--- config.mk ---
export PLATFORM = sky130hd
export DESIGN_NAME = ids_pattern_ctrl_flat
export DESIGN_NICKNAME = d
export VERILOG_FILES = /design/src/rtl/ids_pkg.sv /design/src/rtl/ids_pattern_ctrl_if.sv /design/src/rtl/ids_sat_counter.sv /design/src/rtl/ids_pattern_ctrl.sv /design/src/flat_wrapper.sv
export SDC_FILE = /design/constraint.sdc
export NUM_CORES = 1
export LEC_CHECK = 0
export BUFFER_PORTS_ARGS = -buffer_cell sky130_fd_sc_hd__buf_2
export CORE_ASPECT_RATIO = 1.25
export CORE_UTILIZATION = 53
export DETAILED_ROUTE_END_ITERATION = 16
export PLACE_DENSITY_LB_ADDON = 0.3
export SYNTH_ARGS = -nofsm -noshare
export SYNTH_HDL_FRONTEND = slang
export SYNTH_SLANG_ARGS = --single-unit
export TNS_END_PERCENT = 20
--- constraint.sdc ---
create_clock -name clk -period 2.7 [get_ports clk]
set_input_delay 0.405 -clock clk [delete_from_list [all_inputs] [get_ports clk]]
set_output_delay 0.405 -clock clk [all_outputs]
set_load 0.05 [all_outputs]
--- src/rtl/ids_pkg.sv ---
// Shared definitions for the IDS pattern control block: FSM encoding and sw_cmd bit map.
// Latency: n/a (declarations only).
// Backpressure: n/a.
package ids_pkg;

    // FSM state encoding
    localparam logic [2:0] ST_IDLE     = 3'd0;
    localparam logic [2:0] ST_WAIT_EOP = 3'd1;
    localparam logic [2:0] ST_HOLD     = 3'd2;
    localparam logic [2:0] ST_LOAD     = 3'd3;
    localparam logic [2:0] ST_DONE     = 3'd4;

    typedef enum logic [2:0] {
        S_IDLE     = ST_IDLE,
        S_WAIT_EOP = ST_WAIT_EOP,
        S_HOLD     = ST_HOLD,
        S_LOAD     = ST_LOAD,
        S_DONE     = ST_DONE
    } state_t;

    // sw_cmd bit indices
    localparam int CMD_CLR  = 0;  // clear counters (level)
    localparam int CMD_LOAD = 1;  // load request (rising edge)
    localparam int CMD_MEN  = 2;  // count matches enable (level)

endpackage

--- src/rtl/ids_pattern_ctrl_if.sv ---
// Bundle between register block / datapath (master) and the pattern control block (slave).
// Latency: n/a (wires only).
// Backpressure: hold is the only throttle; the datapath gates its FIFO read with !hold.
interface ids_pattern_ctrl_if #(
    parameter int DATA_WIDTH = 64,
    parameter int CNT_WIDTH  = 32
);
    logic [31:0]           sw_pattern_high;
    logic [31:0]           sw_pattern_low;
    logic [31:0]           sw_cmd;
    logic                  pkt_sop;
    logic                  pkt_eop;
    logic                  match_in;
    logic                  hold;
    logic [DATA_WIDTH-1:0] pattern_out;
    logic                  matcher_rst;
    logic                  load_busy;
    logic                  load_done;
    logic [CNT_WIDTH-1:0]  pkt_count;
    logic [CNT_WIDTH-1:0]  match_count;

    modport master (
        output sw_pattern_high, sw_pattern_low, sw_cmd, pkt_sop, pkt_eop, match_in,
        input  hold, pattern_out, matcher_rst, load_busy, load_done, pkt_count, match_count
    );

    modport slave (
        input  sw_pattern_high, sw_pattern_low, sw_cmd, pkt_sop, pkt_eop, match_in,
        output hold, pattern_out, matcher_rst, load_busy, load_done, pkt_count, match_count
    );
endinterface

--- src/rtl/ids_sat_counter.sv ---
// Saturating up-counter with synchronous clear; clear beats a same-cycle increment.
// Latency: increment visible one cycle after inc_i.
// Backpressure: none; stops at all-ones instead of wrapping.
module ids_sat_counter #(
    parameter int WIDTH = 32
) (
    input  logic             clk,
    input  logic             reset,
    input  logic             inc_i,
    input  logic             clr_i,
    output logic [WIDTH-1:0] count_o
);

    logic [WIDTH-1:0] cnt_q;
    logic [WIDTH-1:0] cnt_d;

    // Next count: clear wins, otherwise increment unless already saturated
    always_comb begin
        cnt_d = cnt_q;
        if (clr_i) begin
            cnt_d = '0;
        end else if (inc_i && (cnt_q != {WIDTH{1'b1}})) begin
            cnt_d = cnt_q + WIDTH'(1);
        end
    end

    // Count register
    always_ff @(posedge clk or negedge reset) begin
        if (!reset) begin
            cnt_q <= '0;
        end else begin
            cnt_q <= cnt_d;
        end
    end

    assign count_o = cnt_q;

endmodule

--- src/rtl/ids_pattern_ctrl.sv ---
// Stages the software match pattern and commits it to the matcher only between packets; keeps pkt/match counters.
// Latency: idle commit takes 3 cycles after the request edge (hold, matcher reset, new pattern + done).
// Backpressure: asserts hold (registered) for at most 3 cycles per commit to pause the input FIFO read side.
module ids_pattern_ctrl
    import ids_pkg::*;
#(
    parameter int DATA_WIDTH = 64,
    parameter int CNT_WIDTH  = 32
) (
    input  logic                clk,
    input  logic                reset,
    ids_pattern_ctrl_if.slave   bus
);

    logic                  cmd_load_q;
    logic                  load_req;
    logic [DATA_WIDTH-1:0] stage_q;
    logic [DATA_WIDTH-1:0] pattern_q;
    logic                  in_pkt_q;
    logic                  pending_q;
    state_t                state_q;
    logic                  hold_q;
    logic                  matcher_rst_q;
    logic                  load_done_q;
    logic                  match_inc;
    logic [CNT_WIDTH-1:0]  pkt_count;
    logic [CNT_WIDTH-1:0]  match_count;
    logic                  unused_cmd_bits;

    assign load_req        = bus.sw_cmd[CMD_LOAD] & ~cmd_load_q;
    assign unused_cmd_bits = ^bus.sw_cmd[31:3];

    // Request edge history and pattern staging (the request cycle's register values are captured)
    always_ff @(posedge clk or negedge reset) begin
        if (!reset) begin
            cmd_load_q <= 1'b0;
            stage_q    <= '0;
        end else begin
            cmd_load_q <= bus.sw_cmd[CMD_LOAD];
            if (load_req) begin
                stage_q <= {bus.sw_pattern_high, bus.sw_pattern_low};
            end
        end
    end

    // Packet-in-flight tracking; a single-word packet (sop with eop) leaves it clear
    always_ff @(posedge clk or negedge reset) begin
        if (!reset) begin
            in_pkt_q <= 1'b0;
        end else if (bus.pkt_eop) begin
            in_pkt_q <= 1'b0;
        end else if (bus.pkt_sop) begin
            in_pkt_q <= 1'b1;
        end
    end

    // Commit FSM with registered hold / matcher reset / done / pattern outputs
    always_ff @(posedge clk or negedge reset) begin
        if (!reset) begin
            state_q       <= S_IDLE;
            hold_q        <= 1'b0;
            matcher_rst_q <= 1'b0;
            load_done_q   <= 1'b0;
            pattern_q     <= '0;
            pending_q     <= 1'b0;
        end else begin
            matcher_rst_q <= 1'b0;
            load_done_q   <= 1'b0;
            // A request arriving mid-load restages and queues one more commit;
            // DONE consumes a same-cycle request directly instead.
            if (load_req && (state_q != S_IDLE) && (state_q != S_DONE)) begin
                pending_q <= 1'b1;
            end
            case (state_q)
                S_IDLE: begin
                    if (load_req) begin
                        if (in_pkt_q || bus.pkt_sop) begin
                            state_q <= S_WAIT_EOP;
                        end else begin
                            state_q <= S_HOLD;
                            hold_q  <= 1'b1;
                        end
                    end
                end
                S_WAIT_EOP: begin
                    if (bus.pkt_eop) begin
                        state_q <= S_HOLD;
                        hold_q  <= 1'b1;
                    end
                end
                S_HOLD: begin
                    // A packet slipped in before hold reached the FIFO: let it finish first
                    if (bus.pkt_sop) begin
                        state_q <= S_WAIT_EOP;
                        hold_q  <= 1'b0;
                    end else begin
                        state_q       <= S_LOAD;
                        matcher_rst_q <= 1'b1;
                    end
                end
                S_LOAD: begin
                    pattern_q   <= stage_q;
                    load_done_q <= 1'b1;
                    state_q     <= S_DONE;
                end
                S_DONE: begin
                    pending_q <= 1'b0;
                    if (pending_q || load_req) begin
                        if (in_pkt_q || bus.pkt_sop) begin
                            state_q <= S_WAIT_EOP;
                            hold_q  <= 1'b0;
                        end else begin
                            state_q <= S_HOLD;
                            hold_q  <= 1'b1;
                        end
                    end else begin
                        state_q <= S_IDLE;
                        hold_q  <= 1'b0;
                    end
                end
                default: begin
                    state_q <= S_IDLE;
                    hold_q  <= 1'b0;
                end
            endcase
        end
    end

    assign match_inc = bus.pkt_eop & bus.match_in & bus.sw_cmd[CMD_MEN];

    ids_sat_counter #(.WIDTH(CNT_WIDTH)) u_pkt_cnt (
        .clk     (clk),
        .reset   (reset),
        .inc_i   (bus.pkt_eop),
        .clr_i   (bus.sw_cmd[CMD_CLR]),
        .count_o (pkt_count)
    );

    ids_sat_counter #(.WIDTH(CNT_WIDTH)) u_match_cnt (
        .clk     (clk),
        .reset   (reset),
        .inc_i   (match_inc),
        .clr_i   (bus.sw_cmd[CMD_CLR]),
        .count_o (match_count)
    );

    assign bus.hold        = hold_q;
    assign bus.pattern_out = pattern_q;
    assign bus.matcher_rst = matcher_rst_q;
    assign bus.load_done   = load_done_q;
    assign bus.load_busy   = (state_q != S_IDLE);
    assign bus.pkt_count   = pkt_count;
    assign bus.match_count = match_count;

endmodule
--- src/flat_wrapper.sv ---
// flat-port wrapper written by rule: the top's interface ports become plain ports
module ids_pattern_ctrl_flat import ids_pkg::*;
#(
    parameter int DATA_WIDTH = 64,
    parameter int CNT_WIDTH  = 32
)
  (clk, reset, bus_sw_pattern_high, bus_sw_pattern_low, bus_sw_cmd, bus_pkt_sop, bus_pkt_eop, bus_match_in, bus_hold, bus_pattern_out, bus_matcher_rst, bus_load_busy, bus_load_done, bus_pkt_count, bus_match_count);
  ids_pattern_ctrl_if #(.DATA_WIDTH(DATA_WIDTH), .CNT_WIDTH(CNT_WIDTH)) bus_i ();
  input  logic clk;
  input  logic reset;
  input wire logic [$bits(bus_i.sw_pattern_high)-1:0] bus_sw_pattern_high;
  input wire logic [$bits(bus_i.sw_pattern_low)-1:0] bus_sw_pattern_low;
  input wire logic [$bits(bus_i.sw_cmd)-1:0] bus_sw_cmd;
  input wire logic [$bits(bus_i.pkt_sop)-1:0] bus_pkt_sop;
  input wire logic [$bits(bus_i.pkt_eop)-1:0] bus_pkt_eop;
  input wire logic [$bits(bus_i.match_in)-1:0] bus_match_in;
  output wire logic [$bits(bus_i.hold)-1:0] bus_hold;
  output wire logic [$bits(bus_i.pattern_out)-1:0] bus_pattern_out;
  output wire logic [$bits(bus_i.matcher_rst)-1:0] bus_matcher_rst;
  output wire logic [$bits(bus_i.load_busy)-1:0] bus_load_busy;
  output wire logic [$bits(bus_i.load_done)-1:0] bus_load_done;
  output wire logic [$bits(bus_i.pkt_count)-1:0] bus_pkt_count;
  output wire logic [$bits(bus_i.match_count)-1:0] bus_match_count;
  assign bus_i.sw_pattern_high = bus_sw_pattern_high;
  assign bus_i.sw_pattern_low = bus_sw_pattern_low;
  assign bus_i.sw_cmd = bus_sw_cmd;
  assign bus_i.pkt_sop = bus_pkt_sop;
  assign bus_i.pkt_eop = bus_pkt_eop;
  assign bus_i.match_in = bus_match_in;
  assign bus_hold = bus_i.hold;
  assign bus_pattern_out = bus_i.pattern_out;
  assign bus_matcher_rst = bus_i.matcher_rst;
  assign bus_load_busy = bus_i.load_busy;
  assign bus_load_done = bus_i.load_done;
  assign bus_pkt_count = bus_i.pkt_count;
  assign bus_match_count = bus_i.match_count;
  ids_pattern_ctrl #(.DATA_WIDTH(DATA_WIDTH), .CNT_WIDTH(CNT_WIDTH)) u_core (.clk(clk), .reset(reset), .bus(bus_i));
endmodule
==> metrics.md <==
| Metric | Value |
|---|---|
| Status | `completed` |
| Int Power | `5760 µW` |
| CP Data Required Time | `3.12 ns` |
| XOR/XNOR Fraction of Synth Area | `2.31%` |
| Share of cells above drive strength 1 | `24.4%` |
| Crit-path cells | `ha_1, nand4_1, or3_1, a211o_1, or4_1, a21oi_1` |
| Fin cells | `1402` |
| Synth Area in Compound Gates | `6.78%` |
| Library cells used by synthesis | `46` |
| Crit-path slowest cell | `or4_1` |
| Initial antenna violation count | `1` |
| Total CTS buffers | `21` |
| Area fraction of the dominant cell type after synthesis | `57.8%` |
| Ys async rst share | `100%` |
| Vias per cell | `5.26` |
| Initial cell density of the core | `54.0%` |
| Setup WS pre-CTS | `0.285 ns` |
| Antenna Diode Count | `0` |
| # rows | `52` |
| Final min period | `2.35 ns` |
| Root buffer cell | `clkbuf_16` |
| Clk Latency, worst-skew pair | `0.49 ns` |
| Total Routed Length | `20.3 mm` |
| Routability cong. | `0.830` |
| FILL cells | `1398` |
| CP max stage delay | `0.51 ns` |
| Max clock buf depth | `3` |
| Chip Height | `145 µm` |
| Commonest non-fill, non-tap cell in the layout | `nand2_1` |
| Pwr dens | `902 nW/µm²` |
| Worst slew margin | `51.0%` |
| Final Hold Fails | `0` |
| Total Neg Setup Slack | `0 ns` |
| CTS tree | `done` |
| Post-synth top area cell | `dfrtp_1` |
| Crit Path Category | `flop to flop` |
| EDFF count, synth | `0` |
| Fmax | `0.425 GHz` |
| Sequential fraction of the synthesis area | `57.8%` |
| Final period util | `87.2%` |
| Most frequent cells in the layout | `nand2_1 (408), buf_2 (202), dfrtp_1 (201), nor2_1 (50), a21oi_1 (39)` |
| Clock group share of total power | `27.9%` |
| Crit. End Element | `flop` |
| Syn_area_per_cell | `8.92 µm²` |
| Flop2flop setup slack | `0.35 ns` |
| Via count | `7380` |
| Hold path depth | `1` |
| VDD IR max | `0.730 mV` |
| RSZ-0062 raised after global routing | `false` |
| Combinational Power Share | `31.6%` |
| Clock Sinks | `201` |
| Final Slew Violations | `0` |
| # port buffers | `203` |
| WL/cell | `14.5 µm` |
| Io pins | `233` |
| Post-Synth Simple-Gate Area | `28.7%` |
| Post-Synth Adder-Cell Area | `0.287%` |
| Cell Area, Synth | `8710 µm²` |
| Worst Max-Slew Pin Slew | `0.734 ns` |
| Syn Nets | `1079` |
| Sw frac | `40.1%` |
| Gr ovfl total | `0` |
| Post-synth top flop | `dfrtp_1` |
| P_sw | `3870 µW` |
| Core area | `16100 µm²` |
| Max-Cap Viols | `0` |
| Gate Count Post-Synth | `976` |
| Pin count of the biggest net entering global routing | `67` |
| Initial drt markers | `388` |
| Fin Clk Skew | `0.00715 ns` |
| Global-route wire length before repair | `32.9 mm` |
| HPWL after DPL | `13.0 mm` |
| CP Launch Type | `flop` |
| Nets | `1276` |
| Largest family of logic cells by synthesized area | `simple AND/OR/NAND/NOR gates` |
| Pre-antenna DRT Iters | `5` |
| Multiplexer share of the synthesized area | `1.16%` |
| Hold crit path type | `input pin to flop` |
| LEAKAGE | `0.00557 µW` |
| Critical path fanouts, max | `13` |
| Global Route Usage Sum | `24.1%` |
| Setup ws final | `0.347 ns` |
| Die Area | `17000 µm²` |
| PostCTS Resize Cnt | `0` |
| FF-to-FF path depth | `6` |
| #FFs+latches synth | `201` |
| Area Growth Syn to Fin | `22.6%` |
| CTS HTree Levels | `1` |
| Vias in the first global route | `6924` |
| Post-Place Cells | `1365` |
| Synth warnings | `0` |
| Clk slew on worst S/H paths | `0.06 ns` |
| CP arrival | `2.77 ns` |
| # setup viols final | `0` |
| Die W | `117 µm` |
| Post-route DRC | `0` |
| Reg power frac | `40.4%` |
| Area contributors post-synth | `dfrtp_1 (58%), nand2_1 (18%), xnor2_1 (2.3%)` |
| Post-route ant nets | `0` |
sequential cells by signal (all words and copies together) (netlist names):
signal	flops
u_core.in_pkt_q	1
u_core.cmd_load_q	1
u_core.state_q	3
u_core.bus.pattern_out	64
u_core.bus.matcher_rst	1
u_core.bus.load_done	1
u_core.stage_q	64
u_core.bus.hold	1
u_core.pending_q	1
u_core.u_pkt_cnt.count_o	32
u_core.u_match_cnt.count_o	32
synthesized netlist by cell type (3+ instances only):
master,n
nand3_1,19
nand4_1,21
nand2_1,408
and3_1,9
clkbuf_1,40
and4_1,3
a31oi_1,4
or3_1,17
dfrtp_1,201
nor3_1,6
inv_1,14
a31o_2,4
o31ai_1,9
or2_2,3
or4_1,4
and2_1,3
a21oi_1,39
buf_1,7
o21ai_0,21
nor2b_1,11
nor2_1,50
or4_2,5
a211oi_1,10
nand2b_1,3
nor4_1,7
mux2_2,9
xnor2_1,23
metrics by stage:
stage | area [µm²] | total power, µW | utilization, % | hold slack, ns
floorplan | 8710 | 6150 | - | 0.109
global placement | 10000 | 6940 | 62.1 | 0.444
detailed placement | 10000 | 7000 | 62.1 | 0.448
CTS | 10700 | 9740 | 66.2 | 0.0468
global route | 10700 | 10100 | 66.2 | 0.0521
finish | 10700 | 9630 | 66.2 | 0.0646
critical path: cells and delay by family (launching register included):
family | cells | cell delay (ns)
and+or+nand+nor | 3 | 1.13
AOI/OAI and AO/OA | 2 | 0.54
DFF | 1 | 0.42
adders and majority gates | 1 | 0.19
path summary, 6_finish.rpt:
path / from / end
worst max-delay path: u_core.u_pkt_cnt.count_o[0] / u_core.u_pkt_cnt.count_o[30]
worst min-delay path: bus_sw_cmd[1] / u_core.cmd_load_q
worst max register to register: u_core.u_pkt_cnt.count_o[0] / u_core.u_pkt_cnt.count_o[30]
worst min register to register: u_core.stage_q[60] / u_core.bus.pattern_out[60]
max in group asynchronous: reset / u_core.u_match_cnt.count_o[31]
min in group asynchronous: reset / u_core.u_pkt_cnt.count_o[29]
logic make-up after synthesis:
group / Yosys count
multiplexers: 9
AO/OA/AOI/OAI: 97
adder cells (fa/ha/maj): 2
XOR/XNOR: 23
buffers and inverters: 65
flip-flops: 201
AND/OR/NAND/NOR: 579
routing by layer:
layer	vias up	track usage, %	share of wire [%]
met5	-	0	0.064
met1	3517	31.5	42
met3	34	5.14	6.7
met4	2	7.85	1.9
met2	229	39.6	49
li1	3598	-	-
final cells by class:
cell class | instances | area, µm² | area share (%)
clock buffer | 27 | 578 | 5.41
multi-input combinational | 710 | 3430 | 32.1
inverter | 14 | 52.6 | 0.492
tap | 216 | 270 | 2.53
sequential | 201 | 5030 | 47.1
clock inverter | 9 | 62.6 | 0.586
timing repair buffer | 225 | 1250 | 11.8
power by group through the flow:
stage | Combinational [µW] | Sequential, µW | Clock (µW)
2_1_floorplan | 832 | 5320 | 0
3_3_place_gp | 3020 | 3920 | 0
3_5_place_dp | 3070 | 3930 | 0
4_1_cts | 3080 | 3890 | 2770
5_1_grt | 3250 | 3970 | 2870
6_report | 3050 | 3890 | 2690
timing repair:
action | in CTS | in global routing
hold buffers | 1 | 0
hold endpoints to repair | 60 | 0
setup buffers | 0 | 0
No activity file was read; power rests on OpenSTA's default activity.
